`src/rtl/reorder_buffer_mo.sv`:
```
// rtl/reorder_buffer_mo.sv - read reorder buffer returning out-of-order R beats in AR issue order
module reorder_buffer_mo #(
  parameter int DATA_WIDTH = 8,
  parameter int ID_WIDTH   = 4,
  parameter int DEPTH      = 8
) (
  input  logic                         clk,
  input  logic                         rst,
  input  logic [ID_WIDTH-1:0]          s_arid_i,
  input  logic                         s_arvalid_i,
  output logic                         s_arready_o,
  output logic [DATA_WIDTH-1:0]        s_rdata_o,
  output logic [ID_WIDTH-1:0]          s_rid_o,
  output logic [1:0]                   s_rresp_o,
  output logic                         s_rvalid_o,
  input  logic                         s_rready_i,
  output logic [ID_WIDTH-1:0]          m_arid_o,
  output logic                         m_arvalid_o,
  input  logic                         m_arready_i,
  input  logic [DATA_WIDTH-1:0]        m_rdata_i,
  input  logic [ID_WIDTH-1:0]          m_rid_i,
  input  logic [1:0]                   m_rresp_i,
  input  logic                         m_rvalid_i,
  output logic                         m_rready_o,
  output logic [$clog2(DEPTH):0]       count_o,
  output logic                         err_unexp_o
);

  localparam int PTR_W = $clog2(DEPTH);
  localparam int CNT_W = PTR_W + 1;

  logic [DEPTH-1:0]      slot_valid;
  logic [DEPTH-1:0]      slot_filled;
  logic [ID_WIDTH-1:0]   slot_id   [DEPTH];
  logic [DATA_WIDTH-1:0] slot_data [DEPTH];
  logic [1:0]            slot_resp [DEPTH];

  logic [PTR_W-1:0] wr_ptr;
  logic [PTR_W-1:0] rd_ptr;
  logic             full;
  logic             ar_hs;
  logic             r_hs;
  logic             hit;
  logic [PTR_W-1:0] hit_idx;
  logic [PTR_W-1:0] scan_idx;

  // Occupancy alone decides full; pointers are equal both when empty and when full.
  assign full        = (count_o == CNT_W'(DEPTH));
  assign s_arready_o = m_arready_i & ~full;
  assign m_arvalid_o = s_arvalid_i & ~full;
  assign m_arid_o    = s_arid_i;
  assign m_rready_o  = 1'b1;
  assign ar_hs       = s_arvalid_i & s_arready_o;

  assign s_rvalid_o  = slot_valid[rd_ptr] & slot_filled[rd_ptr];
  assign s_rid_o     = slot_id[rd_ptr];
  assign s_rdata_o   = slot_data[rd_ptr];
  assign s_rresp_o   = slot_resp[rd_ptr];
  assign r_hs        = s_rvalid_o & s_rready_i;

  // Find the oldest pending, unfilled slot for the incoming RID, scanning from the head in age order.
  always_comb begin
    hit      = 1'b0;
    hit_idx  = '0;
    scan_idx = '0;
    for (int k = 0; k < DEPTH; k++) begin
      scan_idx = rd_ptr + PTR_W'(k);
      if (!hit && slot_valid[scan_idx] && !slot_filled[scan_idx] &&
          (slot_id[scan_idx] == m_rid_i)) begin
        hit     = 1'b1;
        hit_idx = scan_idx;
      end
    end
  end

  // Slot table, pointers, occupancy and the unexpected-RID pulse.
  always_ff @(posedge clk) begin
    if (rst) begin
      slot_valid  <= '0;
      slot_filled <= '0;
      wr_ptr      <= '0;
      rd_ptr      <= '0;
      count_o     <= '0;
      err_unexp_o <= 1'b0;
      for (int i = 0; i < DEPTH; i++) begin
        slot_id[i]   <= '0;
        slot_data[i] <= '0;
        slot_resp[i] <= '0;
      end
    end else begin
      err_unexp_o <= m_rvalid_i & ~hit;

      // AR allocation only ever lands on a free slot, so it never collides with fill or pop.
      if (ar_hs) begin
        slot_valid[wr_ptr]  <= 1'b1;
        slot_filled[wr_ptr] <= 1'b0;
        slot_id[wr_ptr]     <= s_arid_i;
        wr_ptr              <= wr_ptr + 1'b1;
      end

      // Fill targets an unfilled slot while pop needs a filled one, so they never coincide.
      if (m_rvalid_i && hit) begin
        slot_data[hit_idx]   <= m_rdata_i;
        slot_resp[hit_idx]   <= m_rresp_i;
        slot_filled[hit_idx] <= 1'b1;
      end

      if (r_hs) begin
        slot_valid[rd_ptr]  <= 1'b0;
        slot_filled[rd_ptr] <= 1'b0;
        rd_ptr              <= rd_ptr + 1'b1;
      end

      case ({ar_hs, r_hs})
        2'b10:   count_o <= count_o + 1'b1;
        2'b01:   count_o <= count_o - 1'b1;
        default: count_o <= count_o;
      endcase
    end
  end

endmodule

```
`config.mk`:
```
export PLATFORM = sky130hd
export DESIGN_NAME = reorder_buffer_mo
export DESIGN_NICKNAME = d
export VERILOG_FILES = /design/src/rtl/reorder_buffer_mo.sv
export SDC_FILE = /design/constraint.sdc
export NUM_CORES = 1
export LEC_CHECK = 0
export CAP_MARGIN = 20
export CORE_ASPECT_RATIO = 0.8
export CORE_UTILIZATION = 39
export DETAILED_ROUTE_END_ITERATION = 10
export GPL_TIMING_DRIVEN = 0
export PLACE_DENSITY = 0.53
export SLEW_MARGIN = 20
export SYNTH_ARGS = -nofsm -noshare
export SYNTH_HDL_FRONTEND = slang
export SYNTH_SLANG_ARGS = --single-unit
```
`constraint.sdc`:
```
create_clock -name clk -period 9.1 [get_ports clk]
set_input_delay 2.73 -clock clk [delete_from_list [all_inputs] [get_ports clk]]
set_output_delay 2.73 -clock clk [all_outputs]
set_load 0.02 [all_outputs]
```
==> summary.txt, run 1 <==
Final layout
  – Area Growth Syn to Fin: 15.5%
  – Layout cells sized above 1: 0.222
  – Diode count: 0
  – Most common cell after layout, fill and taps aside: edfxtp_1
  – Design Area, Final: 11300 sq um
  – Nets: 917
  – Layout fillers: 2232
  – Commonest cells after routing, fill and taps aside: edfxtp_1 (112), mux2i_1 (76), nor3_1 (61)

Die
  – Row cnt: 51
  – # IOs: 51
  – Die X: 179 microns
  – Die Footprint: 25600 sq um
  – Starting density of the core: 0.399
  – Core area: 24400 sq um
  – Die height: 143 microns

Route
  – Final ANT Viol Nets: 0
  – DRT iter0 DRCs: 863
  – Vias post-DR: 7387
  – Routed len/inst: 24.1 microns
  – Final WL: 29200 microns
  – Router iterations before antenna repair: 5
  – # DRC: 0
  – Vias/cell: 6.09

Critical path
  – WS Path Type: input port to primary output
  – CP dominant cell by count: clkdlybuf4s50_1
  – Setup crit end kind: primary output
  – Crit path cell chain: clkdlybuf4s50_1 -> buf_4 -> clkdlybuf4s50_1
  – CP Data Arrival Time: 4100 ps
  – Startpoint types: input port
  – WP data required: 6370 ps
  – CP peak stage delay: 620 ps
  – Worst Path Buf+Inv: 3
  – CP top delay family: buffers and inverters
  – Crit path max fanout: 9
  – Critical Path Slowest Stage Cell: clkdlybuf4s50_1

Synthesis
  – Syn nets: 846
  – Register bit total from synthesis: 142
  – FFs w/ async S/R, synth: 0
  – Syn. warnings: 0
  – Netlist cell types: 81
  – Post-Synthesis Cells: 811
  – Primary FF master, synth: edfxtp_1
  – Register area share after synthesis: 0.407
  – Post-synth EDFFs: 112
  – Mapped Area: 9750 sq um
  – Mapped Avg Cell Area: 12.0 sq um

Clocking
  – Cts repair resizes: 0
  – Clock transition at path regs: 70 ps
  – Cts bufs inserted: 17
  – H-tree depth: 4
  – Clk_lat worst skew: 420 ps
  – Clock Tree Buf Depth: 2
  – Clock Tree Root: clkbuf_16
  – Post-CTS setup buffers: 0
  – Clk sinks: 142
  – # hold bufs at CTS: 0
  – CTS tree: done

Worst hold path
  – HP Class: register to register

Pwr
  – Combinational power share: 0.097
  – P_int: 1200 uW
  – Switching pwr: 407 uW
  – Static Leak: 0.00374 uW
  – Sequential share of power: 0.460
  – Peak supply drop: 0.103 mV
  – Pwr dens: 142 nW/um^2
  – Share of total power in the clock network: 0.443
  – Sw frac: 0.254

GRT
  – Vias in the first global route: 7241
  – Gr ovfl total: 0
  – Antenna violations before repair: 0
  – GRT Util Overall: 0.237
  – First-pass GRT wire length: 44400 microns
  – Largest net degree at the start of global routing: 17

Placement
  – Routability cong.: 0.882
  – Placed cell areas: 10600 sq um
  – Hpwl dp: 22300 microns
  – Number of port buffers: 45

STA
  – Tightest Pin Transition: 1020 ps
  – Final setup fails: 0
  – Final hold vios: 0
  – Final period utilization: 0.751
  – Tmin final: 6830 ps
  – Worst Skew: 13.8 ps
  – Setup TNS: 0 ps
  – Fmax: 0.146 GHz
  – Pins Over Slew Limit: 0
  – Rel. slew slack: 0.312
  – RSZ-0062 raised after global routing: false

Flow run
  – Max Cap Viol: 0

Status
  – Status: finished clean
==> registers in the layout, indices dropped and copies added, names as in the netlist, named ones only <==
register and count:
slot_id 32, wr_ptr 3, count_o 4, slot_data 64
err_unexp_o 1, slot_filled 8, slot_valid 8, slot_resp 16
rd_ptr 3
==> path summary, 6_finish.rpt <==
kind                  from         endpoint  slack (ps)  cells past startpoint
min reg2reg  slot_valid[0]    slot_valid[0]         490                      2
min          slot_valid[0]    slot_valid[0]         490                      2
max reg2reg      rd_ptr[1]  slot_data[7][5]        2560                     18
max            s_arid_i[2]      m_arid_o[2]        2270                      3
==> per-layer routing <==
layer	up-vias	wire (microns)	global-route usage
met2	324	12200	0.326
met1	3749	14300	0.366
met5	-	0	0
li1	3285	-	-
met3	29	2440	0.0601
met4	0	291	0.0540
==> cell type report <==
cell class                 instances  area [sq um]  area share
multi-input combinational        584          5300       0.470
sequential                       142          3960       0.352
timing repair buffer              52           503      0.0447
buffer                            68           427      0.0379
clock buffer                      17           425      0.0378
tap                              318           398      0.0353
clock inverter                    15           180      0.0160
inverter                          17          63.8     0.00567
==> through the flow <==
step / instances / utilization / power, uW / setup WS (ps) / hold WS [ps]
3_3_place_gp: 1174 / 0.433 / 898 / 1590 / 457
5_1_grt: 1213 / 0.461 / 1650 / 2120 / 497
4_1_cts: 1212 / 0.460 / 1610 / 2250 / 492
3_5_place_dp: 1180 / 0.436 / 904 / 2000 / 472
6_report: 1213 / 0.461 / 1600 / 2270 / 487
2_1_floorplan: 811 / - / 839 / 2850 / 434
==> cell usage after synthesis, types with 10 or more instances <==
cell      number  area (sq um)
edfxtp_1     112          3360
mux2i_1       76           761
nor3_1        61           305
mux4_2        60          1350
and2_1        41           257
nor2_1        37           139
nand2_1       34           128
dfxtp_1       30           601
buf_2         23           115
nand3_1       23           115
a21oi_1       20           100
xnor2_1       20           175
o21ai_0       19          95.1
buf_4         17           128
xor2_1        17           149
inv_1         15          56.3
mux2_2        15           169
nor4_1        15          93.8
clkbuf_1      13          48.8
nand2b_1      13          81.3
ha_1          10           125
==> worst reg2reg max path, stage by stage (launching register included) <==
cell and delay (ps):
dfxtp_1 450, buf_4 260, buf_4 240, inv_1 260
ha_1 370, buf_2 240, buf_2 310, buf_2 360
mux2i_1 500, mux2i_1 170, xor2_1 170, a2111oi_0 400
o22a_1 330, a221o_1 190, a32oi_2 250, a221o_1 470
buf_4 220, buf_6 170, o21ai_1 800
==> cells by family (layout without fill, tap and decap cells) <==
family | count (synthesis) | in the layout | synth area share
XOR/XNOR | 39 | 39 | 0.0366
AO/OA/AOI/OAI | 102 | 102 | 0.0828
AND/OR/NAND/NOR | 273 | 273 | 0.156
buffers and inverters | 85 | 169 | 0.0503
adder cells (fa/ha/maj) | 11 | 11 | 0.0149
multiplexers | 158 | 158 | 0.253
other | 1 | 1 | 0.000385
flip-flops | 142 | 142 | 0.407
==> power groups by stage <==
| stage | sequential (uW) | combinational (uW) | clock, uW |
|---|---|---|---|
| floorplan | 743 | 96.1 | 0 |
| global placement | 750 | 148 | 0 |
| detailed placement | 751 | 153 | 0 |
| CTS | 737 | 153 | 716 |
| global route | 740 | 166 | 744 |
| finish | 738 | 155 | 710 |
Note: power is estimated with default switching activity, not from simulation.
==> inputs of run 2 (changes only) <==
--- a/config.mk
+++ b/config.mk
@@ -10,7 +10,7 @@
 export CORE_UTILIZATION = 39
 export DETAILED_ROUTE_END_ITERATION = 10
 export GPL_TIMING_DRIVEN = 0
-export PLACE_DENSITY = 0.53
+export PLACE_DENSITY = 0.55
 export SLEW_MARGIN = 20
 export SYNTH_ARGS = -nofsm -noshare
 export SYNTH_HDL_FRONTEND = slang
==> constraint.sdc (replaced) <==
create_clock -name clk -period 5.9 [get_ports clk]
set_input_delay 1.77 -clock clk [delete_from_list [all_inputs] [get_ports clk]]
set_output_delay 1.77 -clock clk [all_outputs]
set_load 0.02 [all_outputs]
==> run 2 against run 1 <==
Sequential power grew 54%. Global-route usage shrank 0.37 points. Final area grew 1.3%. Via count shrank 1.0%. Setup slack lost 2000 ps. Non-clock buffer count grew 5. Utilization grew 0.60 points. Worst hold slack lost 8.1 ps. Sequential share of layout area shrank 0.45 points. Clock power grew 51%. Register-to-register slack lost 2300 ps. Highest routed layer unchanged.
==> summary.txt, run 2 (synthesis gave the netlist of run 1 again) <==
Die
  – Row cnt: 51 (unchanged)
  – Die X: 179 microns (unchanged)
  – Core area: 24400 sq um (unchanged)
  – # IOs: 51 (unchanged)
  – Die Footprint: 25600 sq um (unchanged)
  – Die height: 143 microns (unchanged)
  – Starting density of the core: 0.399 (unchanged)

Critical path
  – CP dominant cell by count: buf_4
  – Worst R2R Setup Slack: 250 ps (-2310 ps)
  – WS Path Type: register to register
  – Worst R2R Start: rd_ptr[1]
  – Critical Path Slowest Stage Cell: mux4_2
  – Startpoint types: register
  – CP peak stage delay: 490 ps (-130 ps)
  – Crit path from: rd_ptr[1]
  – WP data required: 6070 ps (-300 ps)
  – Crit path cell chain: buf_4 -> buf_4 -> clkinvlp_4 -> ha_1 -> buf_2 -> buf_4 -> buf_4 -> mux2i_1 -> mux4_2 -> xnor2_1 -> nor3_2 -> a21oi_1 -> a221o_1 -> a32oi_2 -> a221o_1 -> buf_2 -> o21ai_4 -> buf_4
  – CP top delay family: buffers and inverters
  – Crit path max fanout: 10 (+1)
  – Setup crit end kind: register
  – Worst Path Buf+Inv: 8 (+5)
  – CP Data Arrival Time: 5820 ps (+1720 ps)

STA
  – Tmin final: 5650 ps
  – Tightest Pin Transition: 912 ps (-113 ps)
  – Rel. slew slack: 0.388 (+0.0753)
  – Post-layout worst setup margin: 254 ps (-2020 ps)
  – Setup TNS: 0 ps (unchanged)
  – RSZ-0062 raised after global routing: false
  – Pins Over Slew Limit: 0 (unchanged)
  – Final setup fails: 0 (unchanged)
  – Fmax: 0.177 GHz
  – Final hold vios: 0 (unchanged)
  – Worst Skew: 9.95 ps (-3.84 ps)
  – Final period utilization: 0.957

Clocking
  – Clk sinks: 142 (unchanged)
  – Clock Tree Root: clkbuf_16
  – Clock transition at path regs: 70 ps (about the same)
  – # hold bufs at CTS: 0 (unchanged)
  – Clock Tree Buf Depth: 2 (unchanged)
  – CTS tree: done
  – Clk_lat worst skew: 410 ps (about the same)
  – H-tree depth: 4 (unchanged)
  – Cts bufs inserted: 17 (unchanged)

Pwr
  – Peak supply drop: 0.185 mV (+80%)
  – Static Leak: 0.00378 uW (+1.2%)
  – Pwr dens: 215 nW/um^2 (+51%)

GRT
  – Vias in the first global route: 6990 (-3.5%)
  – GRT Util Overall: 0.233 (-0.00373)
  – Largest net degree at the start of global routing: 17 (unchanged)
  – Antenna violations before repair: 0 (unchanged)
  – First-pass GRT wire length: 43800 microns (-1.4%)
  – Gr ovfl total: 0 (unchanged)

Flow run
  – Max Cap Viol: 0 (unchanged)

Final layout
  – Max reg flops: 64 (unchanged)
  – Fin util: 0.467 (+0.00599)
  – Sequential cell area: 3960 sq um (unchanged)
  – Nets: 922 (+0.55%)
  – Most common cell after layout, fill and taps aside: edfxtp_1
  – Design Area, Final: 11400 sq um (+1.3%)
  – Top reg by flops: slot_data
  – Commonest cells after routing, fill and taps aside: edfxtp_1 (112), mux2i_1 (74), mux4_2 (60), nor3_1 (60), clkdlybuf4s50_1 (45)
  – Area Growth Syn to Fin: 17.0%
  – Largest registers: slot_data x64, slot_id x32, slot_resp x16
  – Layout fillers: 2243 (+0.49%)
  – Area of the multi-input gates: 5400 sq um (+2.0%)
  – Layout cells sized above 1: 0.246 (+0.0232)

Worst hold path
  – HP Class: register to register
  – Hold Path Origin: slot_valid[6]

Route
  – Vias/cell: 6.00 (-1.5%)
  – Final WL: 28700 microns (-1.6%)
  – Router iterations before antenna repair: 5 (unchanged)
  – Vias post-DR: 7310 (-1.0%)
  – DRT iter0 DRCs: 646 (-25%)
  – Final ANT Viol Nets: 0 (unchanged)
  – # DRC: 0 (unchanged)
  – Routed len/inst: 23.6 microns (-2.1%)

Placement
  – Routability cong.: 0.845 (-4.1%)
  – Number of port buffers: 45 (unchanged)
  – Placed cell areas: 10600 sq um (unchanged)
  – Hpwl dp: 21800 microns (-2.2%)
  – Dpl ws: -614 ps (-2610 ps)

Status
  – Status: finished clean
-- run 2: changes by cell type in the layout (fill, tap and decap cells not counted), moves of 3 or more --
cell / previous run / this run
clkinv_4: 3 / 0
o21ai_2: 0 / 3
o21ai_1: 6 / 1
o21ai_4: 0 / 3
buf_4: 24 / 30
-- run 2: final cells by class --
class                      instances  share of cell area
multi-input combinational        584               0.474
buffer                            68              0.0379
antenna                            1            0.000219
sequential                       142               0.348
clock inverter                    15              0.0149
inverter                          17             0.00592
clock buffer                      17              0.0373
timing repair buffer              57              0.0474
tap                              318              0.0349
-- run 2: path summary, 6_finish.rpt --
path	to	cells after the start
worst min register to register	slot_valid[6]	2
worst max register to register	slot_data[2][2]	18
worst max-delay path	slot_data[2][2]	18
worst min-delay path	slot_valid[6]	2
-- run 2: report_power, final --
group / switching [uW] / total (uW) / internal (uW)
logic: 141 / 243 / 102
clock network: 469 / 1070 / 604
registers: 29.7 / 1140 / 1110
-- run 2: repair_timing --
item / in CTS / in global routing
resized for setup: 11 / 15
pin swaps: 1 / 1
setup endpoints to repair: 64 / 80
setup buffers: 2 / 4
-- run 2: routing by layer --
layer  share of wire  track usage
met5               0            0
met4           0.013       0.0473
met1            0.50        0.366
met2            0.41        0.323
met3           0.082       0.0500
-- run 2: worst min-delay path, cell delays in order (launching register included) --
cell and delay, ps:
dfxtp_1 330, inv_1 50, a21oi_1 50
-- run 2: stage by stage --
step,total power [uW],hold WS (ps),std cells
3_5_place_dp,1390,455,1180
3_3_place_gp,1390,460,1174
4_1_cts,2460,472,1214
6_report,2450,479,1219
5_1_grt,2530,505,1218
2_1_floorplan,1290,434,811
==> inputs of run 3 (changes only) <==
==> constraint.sdc (replaced) <==
create_clock -name clk -period 5.9 [get_ports clk]
set_input_delay 0.885 -clock clk [delete_from_list [all_inputs] [get_ports clk]]
set_output_delay 0.885 -clock clk [all_outputs]
set_load 0.02 [all_outputs]
==> results of run 3 <==
The final DEF is identical to that of run 2; final timing and power are the same.
